## src/rtl/div_sign_ctrl_pkg.sv

```systemverilog
// Shared definitions for the divider sign-control front end: default width,
// timeout budget, FSM state encoding and the two special result constants.
package div_sign_ctrl_pkg;

  // Operand/result width of the unsigned divider core in the ALU.
  localparam int DIV_W = 16;

  // Cycles the controller waits for the core before giving up.
  localparam int DIV_TIMEOUT = 40;

  // Quotient reported for a divide by zero (all ones).
  localparam logic [DIV_W-1:0] DZ_QUOT = {DIV_W{1'b1}};

  // Most negative two's-complement value; its magnitude is itself.
  localparam logic [DIV_W-1:0] SMIN = {1'b1, {(DIV_W-1){1'b0}}};

  // Controller states, binary encoded.
  typedef enum logic [2:0] {
    ST_IDLE  = 3'd0,
    ST_ISSUE = 3'd1,
    ST_WAIT  = 3'd2,
    ST_FIX   = 3'd3,
    ST_HOLD  = 3'd4
  } state_t;

endpackage

```

## src/rtl/div_sign_ctrl_if.sv

```systemverilog
// Bundle of the three channels around the sign controller: request from the
// command decoder, result to the UART formatter, and the divider core link.
// "slave" is the controller's view; "master" is the surrounding ALU's view.
interface div_sign_ctrl_if
  import div_sign_ctrl_pkg::*;
#(
  parameter int W = DIV_W
) ();

  // Request channel
  logic         in_valid;
  logic         in_ready;
  logic [W-1:0] in_a;
  logic [W-1:0] in_b;
  logic         in_signed;

  // Result channel
  logic         out_valid;
  logic         out_ready;
  logic [W-1:0] out_quot;
  logic [W-1:0] out_rem;
  logic         out_dz;
  logic         out_ovf;
  logic         out_err;

  // Divider core link
  logic         div_start;
  logic [W-1:0] div_Q;
  logic [W-1:0] div_M;
  logic [W-1:0] div_quotient;
  logic [W-1:0] div_remain;
  logic         div_done;

  modport slave (
    input  in_valid, in_a, in_b, in_signed,
    output in_ready,
    output out_valid, out_quot, out_rem, out_dz, out_ovf, out_err,
    input  out_ready,
    output div_start, div_Q, div_M,
    input  div_quotient, div_remain, div_done
  );

  modport master (
    output in_valid, in_a, in_b, in_signed,
    input  in_ready,
    input  out_valid, out_quot, out_rem, out_dz, out_ovf, out_err,
    output out_ready,
    input  div_start, div_Q, div_M,
    output div_quotient, div_remain, div_done
  );

endinterface

```

## src/rtl/div_sign_ctrl_twos_neg.sv

```systemverilog
// Conditional two's-complement negate: y = en ? -x : x (mod 2^W).
// Used for operand magnitudes and for restoring the sign of the results.
module twos_neg #(
  parameter int W = 16
) (
  input  logic         en,
  input  logic [W-1:0] x,
  output logic [W-1:0] y
);

  localparam logic [W-1:0] ONE = {{(W-1){1'b0}}, 1'b1};

  // Negate when enabled, otherwise pass the value through unchanged.
  always_comb begin
    if (en) begin
      y = ~x + ONE;
    end else begin
      y = x;
    end
  end

endmodule

```

## src/rtl/div_sign_ctrl.sv

```systemverilog
// Sign-handling front end for the unsigned divider core. Takes a signed or
// unsigned request, feeds magnitudes to the core, restores signs on the way
// back (truncation toward zero), and short-circuits divide-by-zero and the
// MIN/-1 overflow without starting the core. Results are held until taken.
module div_sign_ctrl
  import div_sign_ctrl_pkg::*;
#(
  parameter int W       = DIV_W,
  parameter int TIMEOUT = DIV_TIMEOUT
) (
  input  logic            clk,
  input  logic            n_rst,
  div_sign_ctrl_if.slave  bus
);

  localparam int            CW       = (TIMEOUT > 2) ? $clog2(TIMEOUT) : 1;
  localparam logic [CW-1:0] CNT_LAST = CW'(TIMEOUT - 1);
  localparam logic [CW-1:0] CNT_ONE  = {{(CW-1){1'b0}}, 1'b1};
  localparam logic [W-1:0]  ALL_ONES = {W{1'b1}};
  localparam logic [W-1:0]  ZERO     = {W{1'b0}};
  localparam logic [W-1:0]  MIN_VAL  = {1'b1, {(W-1){1'b0}}};

  // FSM and datapath registers
  state_t         state_r;
  logic           in_ready_r;
  logic           sa_r;
  logic           sb_r;
  logic [CW-1:0]  cnt_r;
  logic [W-1:0]   q_r;
  logic [W-1:0]   r_r;
  logic [W-1:0]   div_q_r;
  logic [W-1:0]   div_m_r;
  logic           div_start_r;
  logic           out_valid_r;
  logic [W-1:0]   out_quot_r;
  logic [W-1:0]   out_rem_r;
  logic           out_dz_r;
  logic           out_ovf_r;
  logic           out_err_r;

  // Combinational helpers
  logic           sa_s;
  logic           sb_s;
  logic [W-1:0]   mag_a_s;
  logic [W-1:0]   mag_b_s;
  logic [W-1:0]   fix_q_s;
  logic [W-1:0]   fix_r_s;
  logic           accept_s;
  logic           b_zero_s;
  logic           ovf_case_s;

  assign sa_s       = bus.in_signed & bus.in_a[W-1];
  assign sb_s       = bus.in_signed & bus.in_b[W-1];
  assign accept_s   = bus.in_valid & in_ready_r;
  assign b_zero_s   = (bus.in_b == ZERO);
  assign ovf_case_s = bus.in_signed & (bus.in_a == MIN_VAL) & (bus.in_b == ALL_ONES);

  // Operand magnitudes; MIN maps to itself and the core reads it unsigned.
  twos_neg #(.W(W)) u_neg_a (.en(sa_s), .x(bus.in_a), .y(mag_a_s));
  twos_neg #(.W(W)) u_neg_b (.en(sb_s), .x(bus.in_b), .y(mag_b_s));

  // Quotient negative when operand signs differ; remainder follows the dividend.
  twos_neg #(.W(W)) u_neg_q (.en(sa_r ^ sb_r), .x(q_r), .y(fix_q_s));
  twos_neg #(.W(W)) u_neg_r (.en(sa_r),        .x(r_r), .y(fix_r_s));

  // Request/issue/wait/fix/hold sequencing with all outputs registered.
  always_ff @(posedge clk or negedge n_rst) begin
    if (!n_rst) begin
      state_r     <= ST_IDLE;
      in_ready_r  <= 1'b1;
      sa_r        <= 1'b0;
      sb_r        <= 1'b0;
      cnt_r       <= {CW{1'b0}};
      q_r         <= ZERO;
      r_r         <= ZERO;
      div_q_r     <= ZERO;
      div_m_r     <= ZERO;
      div_start_r <= 1'b0;
      out_valid_r <= 1'b0;
      out_quot_r  <= ZERO;
      out_rem_r   <= ZERO;
      out_dz_r    <= 1'b0;
      out_ovf_r   <= 1'b0;
      out_err_r   <= 1'b0;
    end else begin
      case (state_r)
        ST_IDLE: begin
          if (accept_s) begin
            sa_r       <= sa_s;
            sb_r       <= sb_s;
            div_q_r    <= mag_a_s;
            div_m_r    <= mag_b_s;
            in_ready_r <= 1'b0;
            out_dz_r   <= 1'b0;
            out_ovf_r  <= 1'b0;
            out_err_r  <= 1'b0;
            if (b_zero_s) begin
              // Divide by zero never reaches the core.
              out_quot_r  <= ALL_ONES;
              out_rem_r   <= bus.in_a;
              out_dz_r    <= 1'b1;
              out_valid_r <= 1'b1;
              state_r     <= ST_HOLD;
            end else if (ovf_case_s) begin
              // MIN / -1 does not fit; report the wrapped quotient.
              out_quot_r  <= MIN_VAL;
              out_rem_r   <= ZERO;
              out_ovf_r   <= 1'b1;
              out_valid_r <= 1'b1;
              state_r     <= ST_HOLD;
            end else begin
              div_start_r <= 1'b1;
              state_r     <= ST_ISSUE;
            end
          end else begin
            state_r <= ST_IDLE;
          end
        end

        ST_ISSUE: begin
          // Start is high for exactly this one cycle.
          div_start_r <= 1'b0;
          cnt_r       <= {CW{1'b0}};
          state_r     <= ST_WAIT;
        end

        ST_WAIT: begin
          if (bus.div_done) begin
            // Done wins over a coincident timeout.
            q_r     <= bus.div_quotient;
            r_r     <= bus.div_remain;
            state_r <= ST_FIX;
          end else if (cnt_r == CNT_LAST) begin
            out_quot_r  <= ZERO;
            out_rem_r   <= ZERO;
            out_err_r   <= 1'b1;
            out_valid_r <= 1'b1;
            state_r     <= ST_HOLD;
          end else begin
            cnt_r <= cnt_r + CNT_ONE;
          end
        end

        ST_FIX: begin
          out_quot_r  <= fix_q_s;
          out_rem_r   <= fix_r_s;
          out_valid_r <= 1'b1;
          state_r     <= ST_HOLD;
        end

        ST_HOLD: begin
          // Results and flags stay put until the consumer takes them.
          if (bus.out_ready) begin
            out_valid_r <= 1'b0;
            in_ready_r  <= 1'b1;
            state_r     <= ST_IDLE;
          end else begin
            state_r <= ST_HOLD;
          end
        end

        default: begin
          state_r     <= ST_IDLE;
          in_ready_r  <= 1'b1;
          div_start_r <= 1'b0;
          out_valid_r <= 1'b0;
        end
      endcase
    end
  end

  assign bus.in_ready  = in_ready_r;
  assign bus.div_start = div_start_r;
  assign bus.div_Q     = div_q_r;
  assign bus.div_M     = div_m_r;
  assign bus.out_valid = out_valid_r;
  assign bus.out_quot  = out_quot_r;
  assign bus.out_rem   = out_rem_r;
  assign bus.out_dz    = out_dz_r;
  assign bus.out_ovf   = out_ovf_r;
  assign bus.out_err   = out_err_r;

endmodule

```

## src/flat_wrapper.sv

```systemverilog
// flat-port wrapper written by rule: the top's interface ports become plain ports
module div_sign_ctrl_flat import div_sign_ctrl_pkg::*;
#(
  parameter int W       = DIV_W,
  parameter int TIMEOUT = DIV_TIMEOUT
)
  (clk, n_rst, bus_in_valid, bus_in_a, bus_in_b, bus_in_signed, bus_in_ready, bus_out_valid, bus_out_quot, bus_out_rem, bus_out_dz, bus_out_ovf, bus_out_err, bus_out_ready, bus_div_start, bus_div_Q, bus_div_M, bus_div_quotient, bus_div_remain, bus_div_done);
  div_sign_ctrl_if #(.W(W)) bus_i ();
  input  logic clk;
  input  logic n_rst;
  input wire logic [$bits(bus_i.in_valid)-1:0] bus_in_valid;
  input wire logic [$bits(bus_i.in_a)-1:0] bus_in_a;
  input wire logic [$bits(bus_i.in_b)-1:0] bus_in_b;
  input wire logic [$bits(bus_i.in_signed)-1:0] bus_in_signed;
  output wire logic [$bits(bus_i.in_ready)-1:0] bus_in_ready;
  output wire logic [$bits(bus_i.out_valid)-1:0] bus_out_valid;
  output wire logic [$bits(bus_i.out_quot)-1:0] bus_out_quot;
  output wire logic [$bits(bus_i.out_rem)-1:0] bus_out_rem;
  output wire logic [$bits(bus_i.out_dz)-1:0] bus_out_dz;
  output wire logic [$bits(bus_i.out_ovf)-1:0] bus_out_ovf;
  output wire logic [$bits(bus_i.out_err)-1:0] bus_out_err;
  input wire logic [$bits(bus_i.out_ready)-1:0] bus_out_ready;
  output wire logic [$bits(bus_i.div_start)-1:0] bus_div_start;
  output wire logic [$bits(bus_i.div_Q)-1:0] bus_div_Q;
  output wire logic [$bits(bus_i.div_M)-1:0] bus_div_M;
  input wire logic [$bits(bus_i.div_quotient)-1:0] bus_div_quotient;
  input wire logic [$bits(bus_i.div_remain)-1:0] bus_div_remain;
  input wire logic [$bits(bus_i.div_done)-1:0] bus_div_done;
  assign bus_i.in_valid = bus_in_valid;
  assign bus_i.in_a = bus_in_a;
  assign bus_i.in_b = bus_in_b;
  assign bus_i.in_signed = bus_in_signed;
  assign bus_in_ready = bus_i.in_ready;
  assign bus_out_valid = bus_i.out_valid;
  assign bus_out_quot = bus_i.out_quot;
  assign bus_out_rem = bus_i.out_rem;
  assign bus_out_dz = bus_i.out_dz;
  assign bus_out_ovf = bus_i.out_ovf;
  assign bus_out_err = bus_i.out_err;
  assign bus_i.out_ready = bus_out_ready;
  assign bus_div_start = bus_i.div_start;
  assign bus_div_Q = bus_i.div_Q;
  assign bus_div_M = bus_i.div_M;
  assign bus_i.div_quotient = bus_div_quotient;
  assign bus_i.div_remain = bus_div_remain;
  assign bus_i.div_done = bus_div_done;
  div_sign_ctrl #(.W(W), .TIMEOUT(TIMEOUT)) u_core (.clk(clk), .n_rst(n_rst), .bus(bus_i));
endmodule
```

## config.mk

```make
export PLATFORM = sky130hd
export DESIGN_NAME = div_sign_ctrl_flat
export DESIGN_NICKNAME = d
export VERILOG_FILES = /design/src/rtl/div_sign_ctrl_pkg.sv /design/src/rtl/div_sign_ctrl_if.sv /design/src/rtl/div_sign_ctrl_twos_neg.sv /design/src/rtl/div_sign_ctrl.sv /design/src/flat_wrapper.sv
export SDC_FILE = /design/constraint.sdc
export NUM_CORES = 1
export LEC_CHECK = 0
export CORE_MARGIN = 3
export CORE_UTILIZATION = 51
export DETAILED_ROUTE_END_ITERATION = 8
export HOLD_SLACK_MARGIN = 0.15
export PLACE_DENSITY = 0.88
export SETUP_SLACK_MARGIN = 0.4
export SYNTH_ARGS = -nofsm -noshare
export SYNTH_HDL_FRONTEND = slang
export SYNTH_SLANG_ARGS = --single-unit
```

## constraint.sdc

```tcl
create_clock -name clk -period 2.95 [get_ports clk]
set_input_delay 0.59 -clock clk [delete_from_list [all_inputs] [get_ports clk]]
set_output_delay 0.59 -clock clk [all_outputs]
set_load 0.01 [all_outputs]
```

# [After elaboration in Yosys (flattened, before gate mapping)]
# Cells that the tools add are included.
[word_totals] regBits=113 word_cells=107 inputBits=70 out_inout_bits=70
[op_classes] n_addsub=5 mux=42 reduce_logical=15 eq_ne=16 bitwise_logic=13
[op_table] cell="$mux 16" count=12
[op_table] cell="$pmux 16 s3" count=2
[op_table] cell="$add 16x1->16 const B" count=4
[op_table] cell="$not 16->16" count=4
[op_table] cell="$eq 16x16->1 const B" count=2
[op_table] cell="$mux 3" count=6
[op_table] cell="$logic_not 16->1" count=1
[op_table] cell="$pmux 3 s5" count=1
[op_table] cell="$mux 1" count=14
[op_table] cell="$mux 6" count=2
[op_table] cell="$pmux 6 s2" count=1
[op_table] cell="$ne 2x2->1 const B" count=5
[op_table] cell="$reduce_and 4->1" count=2
[op_table] cell="$add 6x1->6 const B" count=1
[op_table] cell="$eq 3x2->1 const B" count=2
[op_table] cell="$eq 6x6->1 const B" count=1
[op_table] cell="$reduce_and 3->1" count=2
[op_table] cell="$reduce_and 6->1" count=1
[op_table] cell="$reduce_or 3->1" count=2
[op_table] cell="$and 1x1->1" count=5
[op_table] cell="$pmux 1 s5" count=1
[op_table] cell="$reduce_and 5->1" count=1
[op_table] cell="$ne 2x1->1 const B" count=2
[op_table] cell="$pmux 1 s2" count=2
[op_table] cell="11 further kinds" count=15

# [Depth between registers and ports, before layout]
# Gate-level depths: netlist (run 1).
[depth] word_depth=7 ltp_mapped=10 ltp_nobuf=7

# [By module]
# From an unflattened synthesis (run 1), not the netlist that was laid out.
[unflattened] cells_unflattened=619 hier_area_um2=6204.7
[by_module_without_submodules] mod="div_sign_ctrl" cells_per_inst=431 area_each_um2=4873.4 seq_area_each_um2=2829.0 instances=1
[by_module_without_submodules] mod="twos_neg" cells_per_inst=47 area_each_um2=332.8 seq_area_each_um2=0.0 instances=4

# [Worst setup path before layout (run 1)]
# No wires, ideal clock.
[synth_timing] path_kind="input-to-reg" startpoint="input bus_in_b[3]" endpoint="register u_core.out_quot_r[0] (netlist: u_core.bus.out_quot[0])" setup_time_ps=125 required_time_ps=2825 slack_ps=235 cell_stages=7 path_buffers=2 arrival_time_ps=2591 path_cell_list="or4_4 -> or4_1 -> buf_2 -> nor2_2 -> o41a_2 -> buf_4 -> mux2_2"
[synth_between] elab_chain_len=4 elab_cells_between_ends=8 classes_between="eq/ne (2); mux (3); bitwise (1); reduce/logical (2)"
[synth_lines] element="start: declaration" line_no="flat_wrapper.sv:13" text="input wire logic [$bits(bus_i.in_b)-1:0] bus_in_b;"
[synth_lines] element="$eq 16x16->1 or $logic_not 16->1 (tied branches)" line_no="div_sign_ctrl.sv:56, div_sign_ctrl.sv:55"
[synth_lines] element="$and 1x1->1 or $mux 16 (tied branches)" line_no="div_sign_ctrl.sv:56, div_sign_ctrl.sv:97"
[synth_lines] element="$ne 3x1->1 (no line) or $mux 16 (tied branches)"
[synth_lines] element="$reduce_and 5->1 (no line) or $pmux 16 s3 (tied branches)"
[synth_lines] element="end signal: assignment" line_no="div_sign_ctrl.sv:145" text="out_quot_r <= fix_q_s;"
[synth_lines] element="end: declaration" line_no="div_sign_ctrl.sv:35" text="logic [W-1:0] out_quot_r;"
# Parallel ways exist; a longest one is shown, timed or not. The select of a mux whose other input is x is not followed.
# A chain may end at the register's enable or synchronous reset.

# [Worst setup path after layout (run 1)]
[layout_timing] startpoint="input bus_in_a[13]" endpoint="register u_core.out_rem_r[7] (netlist: u_core.bus.out_rem[7])"
[layout_between] elab_chain_len=5
[layout_lines] element="start: declaration" line_no="flat_wrapper.sv:12" text="input wire logic [$bits(bus_i.in_a)-1:0] bus_in_a;"
[layout_lines] element="$eq 16x16->1" line_no="div_sign_ctrl.sv:56" text="assign ovf_case_s = bus.in_signed & (bus.in_a == MIN_VAL) & (bus.in_b == ALL_ONES);"
[layout_lines] element="$and 1x1->1 (2 in a row)" line_no="div_sign_ctrl.sv:56"
[layout_lines] element="$ne 3x1->1 (no line)"
[layout_lines] element="$reduce_and 5->1 (no line)"
[layout_lines] element="end signal: assignment" line_no="div_sign_ctrl.sv:100" text="out_rem_r <= bus.in_a;"
[layout_lines] element="end signal: assignment" line_no="div_sign_ctrl.sv:146" text="out_rem_r <= fix_r_s;"
[layout_lines] element="end: declaration" line_no="div_sign_ctrl.sv:36" text="logic [W-1:0] out_rem_r;"
# No other way between the ends.

==> results of run 1 <==
[routing by layer]
layer / up-vias / track usage
met3: 84 / 0.0650
met2: 371 / 0.455
met1: 2776 / 0.351
li1: 2501 / -
met5: - / 0
met4: 0 / 0.115
[registers in the layout, indices dropped and copies added (netlist names), 3 cells and up]
| name | count |
|---|---|
| u_core.bus.div_M | 16 |
| u_core.bus.div_Q | 16 |
| u_core.bus.out_quot | 16 |
| u_core.bus.out_rem | 16 |
| u_core.q_r | 16 |
| u_core.r_r | 16 |
| u_core.cnt_r | 6 |
| u_core.state_r | 3 |
[final timing paths]
| path | startpoint | end | slack, ns | cells past startpoint |
|---|---|---|---|---|
| setup / recovery | bus_in_a[13] | u_core.bus.out_rem[7] | 0.38 | 8 |
| hold / removal | n_rst | u_core.bus.div_M[8] | 0.20 | 1 |
| setup reg to reg | u_core.r_r[2] | u_core.bus.out_rem[7] | 0.40 | 5 |
| hold reg to reg | u_core.bus.div_M[2] | u_core.bus.div_M[2] | 0.47 | 2 |
| max in group asynchronous | n_rst | u_core.bus.out_rem[11] | 1.98 | 2 |
| min in group clk | u_core.bus.div_M[2] | u_core.bus.div_M[2] | 0.47 | 2 |
[through the flow]
step / std cells / worst slack [ns] / TNS (ns)
final: 925 / 0.381 / 0
after global routing: 925 / 0.321 / 0
after CTS: 917 / 0.358 / 0
after detailed placement: 885 / -0.176 / -4.30
after global placement: 885 / -0.101 / -2.78
after floorplan: 592 / 0.334 / 0
[Yosys cell counts, types with 3 or more instances]
cell type / n / area share
mux2i_1: 6 / 0.010
xor2_1: 15 / 0.022
or3_1: 8 / 0.0083
mux2_1: 13 / 0.024
and3_1: 4 / 0.0042
clkbuf_1: 26 / 0.016
nand3_1: 5 / 0.0042
inv_1: 15 / 0.0093
nand2_1: 60 / 0.037
nor2_1: 28 / 0.017
or2_2: 6 / 0.0062
nor3_1: 17 / 0.014
nor2b_1: 6 / 0.0062
dfrtp_1: 112 / 0.46
a21oi_1: 18 / 0.015
o41ai_1: 8 / 0.012
buf_4: 3 / 0.0037
o21ai_1: 6 / 0.0050
o21ai_0: 55 / 0.046
nand4_1: 5 / 0.0052
xnor2_1: 37 / 0.054
a22o_1: 10 / 0.015
nor4_1: 5 / 0.0052
a31oi_1: 9 / 0.0093
buf_2: 3 / 0.0025
mux2_2: 46 / 0.086
or4_1: 9 / 0.011
ha_1: 6 / 0.012
o22ai_1: 3 / 0.0031
o31ai_1: 7 / 0.0087
a41oi_1: 3 / 0.0044
[report_power, final]
group	internal (mW)	switching, mW	total (mW)	leakage [nW]
Sequential	2.12	0.613	2.73	1.45
Clock	1.31	0.674	1.99	0.286
Combinational	1.55	1.40	2.95	2.08
[cells in the final DEF, fill, tap and decap left out, types with 15 or more instances in the layout]
master | Yosys | final
buf_4 | 3 | 49
dfrtp_1 | 112 | 112
xor2_1 | 15 | 15
o21ai_0 | 55 | 52
nand2_1 | 60 | 60
nor3_1 | 17 | 16
clkdlybuf4s50_1 | 0 | 127
nor2_1 | 28 | 27
xnor2_1 | 37 | 36
clkbuf_16 | 0 | 17
inv_1 | 15 | 15
mux2_2 | 46 | 45
a21oi_1 | 18 | 18
[cell families after synthesis]
family,count (synthesis),share of synthesized area
multiplexers,65,0.120
AND/OR/NAND/NOR,169,0.142
XOR/XNOR,52,0.0756
buffers and inverters,49,0.0342
flip-flops,113,0.469
adder cells (fa/ha/maj),6,0.0125
AO/OA/AOI/OAI,138,0.146
[area by class of cell]
| class | instances | area [µm²] | share of cell area |
|---|---|---|---|
| Clock buffer | 24 | 492 | 0.0568 |
| Clock inverter | 6 | 80.1 | 0.00925 |
| Inverter | 15 | 56.3 | 0.00650 |
| Multi-Input combinational cell | 430 | 3130 | 0.361 |
| Sequential cell | 113 | 2830 | 0.327 |
| Tap cell | 143 | 179 | 0.0207 |
| Timing Repair Buffer | 194 | 1900 | 0.219 |
[repair_timing]
item	CTS	global route
endpoints found under the hold margin	0	0
resized for setup	11	30
endpoints found under the setup margin	36	34
buffers inserted	1	8
gates cloned	1	0
pin swaps	3	7
==> flow_summary.toml, run 1 <==
[outcome]
status = "complete, no violations"

[yosys]
synth_top_flop_cell = "dfrtp_1"
synth-edff-count = 0
synth_cells = 592
synth.avg_cell_area_um2 = 10.2
synthArstFlopShare = 1.00
ys_types = 59
netlist_area_um2 = 6030
syn-num-nets = 668
ys_seq_elements = 113
ys_seq_area_frac = 0.469
yosys_warnings = 0

[detailed_routing]
ant_nets = 0
drt_iter0_markers = 555
met2_length_um = 9320
wl_met3_um = 1700
wl_um = 19100
vias = 5732
drcViolationCount = 0
wl_met1_um = 7380
firstDrtPassIters = 7
vias_per_cell = 6.20
wire_per_inst_um = 20.7
top_layer_used = "met4"

[critical_path]
crit_path_cell_trace = "clkdlybuf4s50_1, or4_1, nor2_2, and4_4, o41a_4, buf_12, buf_12, mux2_2"
slowest_stage = "or4_1"
path_buf_inv = 3
crit_family = "simple AND/OR/NAND/NOR gates"
cpPeakStageDelay_ns = 0.56
worstSetupPathType = "in2reg"
cp.arrival_ns = 2.87
start_kind = "primary input"
cpMostUsedCell = "buf_12"
timing.critical_path.required_ns = 3.25
crit_fanout = 8
setup.worst_path.end_class = "register"

[floorplanning]
rows = 39
coreArea_um2 = 11500
start_util = 0.526
die_height_um = 115
die_x_um = 115
die_area_um2 = 13200
io_pins = 140

[timing]
tightest_slew_ns = 0.950
timing.final.hold_violations = 0
holdWs_ns = 0.196
post-route-period-util = 0.871
finalClockSkew_ns = 0.00949
rsz0062_at_grt = "true"
min_period_ns = 2.57
max_freq_mhz = 389
setup_viol = 0
drv_slew = 0
slew_headroom = 0.362

[placement]
port_buffers = 139
dp_hpwl_um = 12400
postPlaceCellArea_um2 = 7860
place_congestion = 0.969

[grt]
grt_max_degree = 70
grt_usage = 0.276
grt_pass1_wl_um = 28700
antenna_found_initial = 0
grt.overflow.total = 0
grt_pass1_vias = 5750

[cts]
clk_path_buf_depth = 2
hold_buffers = 0
cts_sinks = 113
clk_pin_slew_ns = 0.05
clock-root-buffer = "clkbuf_16"
htreeDepth = 4
cts_buffers = 17
cts_tree = "built"
clk_latency_ns = 0.42

[pwr]
total_power_mw = 7.68
vdd_ir_drop_max_mv = 0.527
p_leak_nw = 3.82
powerDensity_nw_per_um2 = 886

[cells_and_area]
fin_util = 0.755
fillers = 671
syn2layout_area_growth_pct = 43.7
post-route-cell-area_um2 = 8660
diodes = 0
drive_gt1_frac = 0.211
nets = 847

[min_path]
hp-class = "in2async"

[run]
drv_cap = 0
No activity file was read; power rests on OpenSTA's default activity.
==> run 2, diff against run 1 <==
--- a/config.mk
+++ b/config.mk
@@ -5,6 +5,7 @@
 export SDC_FILE = /design/constraint.sdc
 export NUM_CORES = 1
 export LEC_CHECK = 0
+export CORE_ASPECT_RATIO = 1.5
 export CORE_MARGIN = 3
 export CORE_UTILIZATION = 51
 export DETAILED_ROUTE_END_ITERATION = 8
==> run 2 against run 1 <==
Against the previous run:
- design area down 0.51%
- first-iteration DRC count shrank 5.0%
- total power fell by 0.89%
- sequential power about the same
- non-clock buffer count unchanged
- sequential cell count unchanged
- worst setup slack got worse by 0.0086 ns
- register-to-register slack got worse by 0.03 ns
- final cell count increased by 0.76%
- clock skew is 0.0012 ns lower
- highest routed layer unchanged
==> flow_summary.toml, run 2 (same netlist as run 1, synthesis figures left out) <==
[cells_and_area]
diodes = 0
syn2layout_area_growth_pct = 42.9
nets = 847
post-route-cell-area_um2 = 8620
drive_gt1_frac = 0.208
mostFrequentLayoutCells = "clkdlybuf4s50_1 (129), dfrtp_1 (112), nand2_1 (60)"
fin_util = 0.747
mostFrequentLayoutCell = "clkdlybuf4s50_1"

[floorplanning]
io_pins = 140
coreArea_um2 = 11500
start_util = 0.523
die_height_um = 139
die_x_um = 94.8
die_area_um2 = 13200
rows = 48

[detailed_routing]
wire_per_inst_um = 20.0
ant_nets = 0
firstDrtPassIters = 5
drt_iter0_markers = 527
vias = 5648
wl_um = 18600
vias_per_cell = 6.06
drcViolationCount = 0

[grt]
grt_pass1_wl_um = 28800
grt_max_degree = 70
grt.overflow.total = 0
antenna_found_initial = 0
grt_usage = 0.280
grt_pass1_vias = 5784

[cts]
clk_pin_slew_ns = 0.06
cts_tree = "built"
clk_path_buf_depth = 2
htreeDepth = 4
hold_buffers = 0
cts_sinks = 113
clk_latency_ns = 0.42
cts_buffers = 17
clock-root-buffer = "clkbuf_16"

[timing]
post-route-period-util = 0.874
rsz0062_at_grt = "true"
max_freq_mhz = 388
finalClockSkew_ns = 0.00832
slew_headroom = 0.507
tightest_slew_ns = 0.734
min_period_ns = 2.58
timing.final.hold_violations = 0
drv_slew = 0
setup_viol = 0

[placement]
dp_hpwl_um = 12200
postPlaceCellArea_um2 = 7860
place_congestion = 0.932
port_buffers = 139

[critical_path]
cpPeakStageDelay_ns = 0.70
cp.arrival_ns = 2.88
start_kind = "register"
timing.critical_path.required_ns = 3.25
worstSetupPathType = "reg2reg"
crit_path_cell_trace = "inv_1, ha_1, or4b_2, o41ai_1, xnor2_1, a22o_1, mux2_2"
crit_fanout = 5
setup.worst_path.end_class = "register"
rrSetupSlack_ns = 0.37
slowest_stage = "or4b_2"

[pwr]
powerDensity_nw_per_um2 = 883
vdd_ir_drop_max_mv = 0.546
p_leak_nw = 3.79

[outcome]
status = "complete, no violations"

[run]
drv_cap = 0

[min_path]
hp-class = "in2async"
[run 2: changes by cell type in the layout (fill, tap and decap cells not counted), sizes merged]
cell	delta
clkinv	+1
buf	+1
clkbuf	-1
bufinv	-1
dlymetal6s2s	-2
clkdlybuf4s50	+2
[run 2: stage by stage]
stage	setup WS, ns	hold slack, ns	std cells	power, mW	setup TNS [ns]
2_1_floorplan	0.334	0.294	592	4.26	0
3_3_place_gp	-0.112	0.461	892	5.35	-2.71
3_5_place_dp	-0.120	0.470	892	5.51	-2.96
4_1_cts	0.378	0.206	922	7.50	0
5_1_grt	0.224	0.241	932	8.01	0
6_report	0.372	0.190	932	7.61	0
[run 2: path summary, 6_finish.rpt]
kind,startpoint,endpoint,cells past startpoint
max,u_core.r_r[0],u_core.bus.out_rem[8],7
min,n_rst,u_core.q_r[13],1
max reg2reg,u_core.r_r[0],u_core.bus.out_rem[8],7
min reg2reg,u_core.bus.div_M[5],u_core.bus.div_M[5],2
max in group asynchronous,n_rst,u_core.bus.in_ready,2
min in group clk,u_core.bus.div_M[5],u_core.bus.div_M[5],2
[run 2: power by group]
part           internal [mW]  switching, mW
combinational           1.56           1.37
sequential              2.12          0.626
clock                   1.25          0.686
total                   4.93           2.68
[run 2: cell type report]
| class | count | area, µm² |
|---|---|---|
| Inverter | 15 | 56.3 |
| Multi-Input combinational cell | 430 | 3100 |
| Sequential cell | 113 | 2830 |
| Clock buffer | 24 | 502 |
| Clock inverter | 6 | 55.1 |
| Fill cell | 731 | 2910 |
| Timing Repair Buffer | 194 | 1890 |
| Tap cell | 150 | 188 |
[run 2: routing by layer]
layer  GRT usage  routed length (µm)
met3      0.0733                1290
met1       0.313                6750
met2       0.482                9640
met5           0                   0
met4       0.142                 910
[run 2: critical path, delay by kind of cell, from the launching register on]
family	cells	cell delay, ns
XOR/XNOR	1	0.11
adder cells (fa/ha/maj)	1	0.21
multiplexers	1	0.27
AND/OR/NAND/NOR	1	0.70
buffers and inverters	1	0.15
AO/OA/AOI/OAI	2	0.60
flip-flops	1	0.41
[run 2: repair_timing]
item | 4_1_cts | 5_1_grt
endpoints found under the setup margin | 34 | 33
gates resized for setup | 6 | 29
cloned | 0 | 1
endpoints found under the hold margin | 0 | 0
pin swaps | 1 | 7
setup buffers | 0 | 9
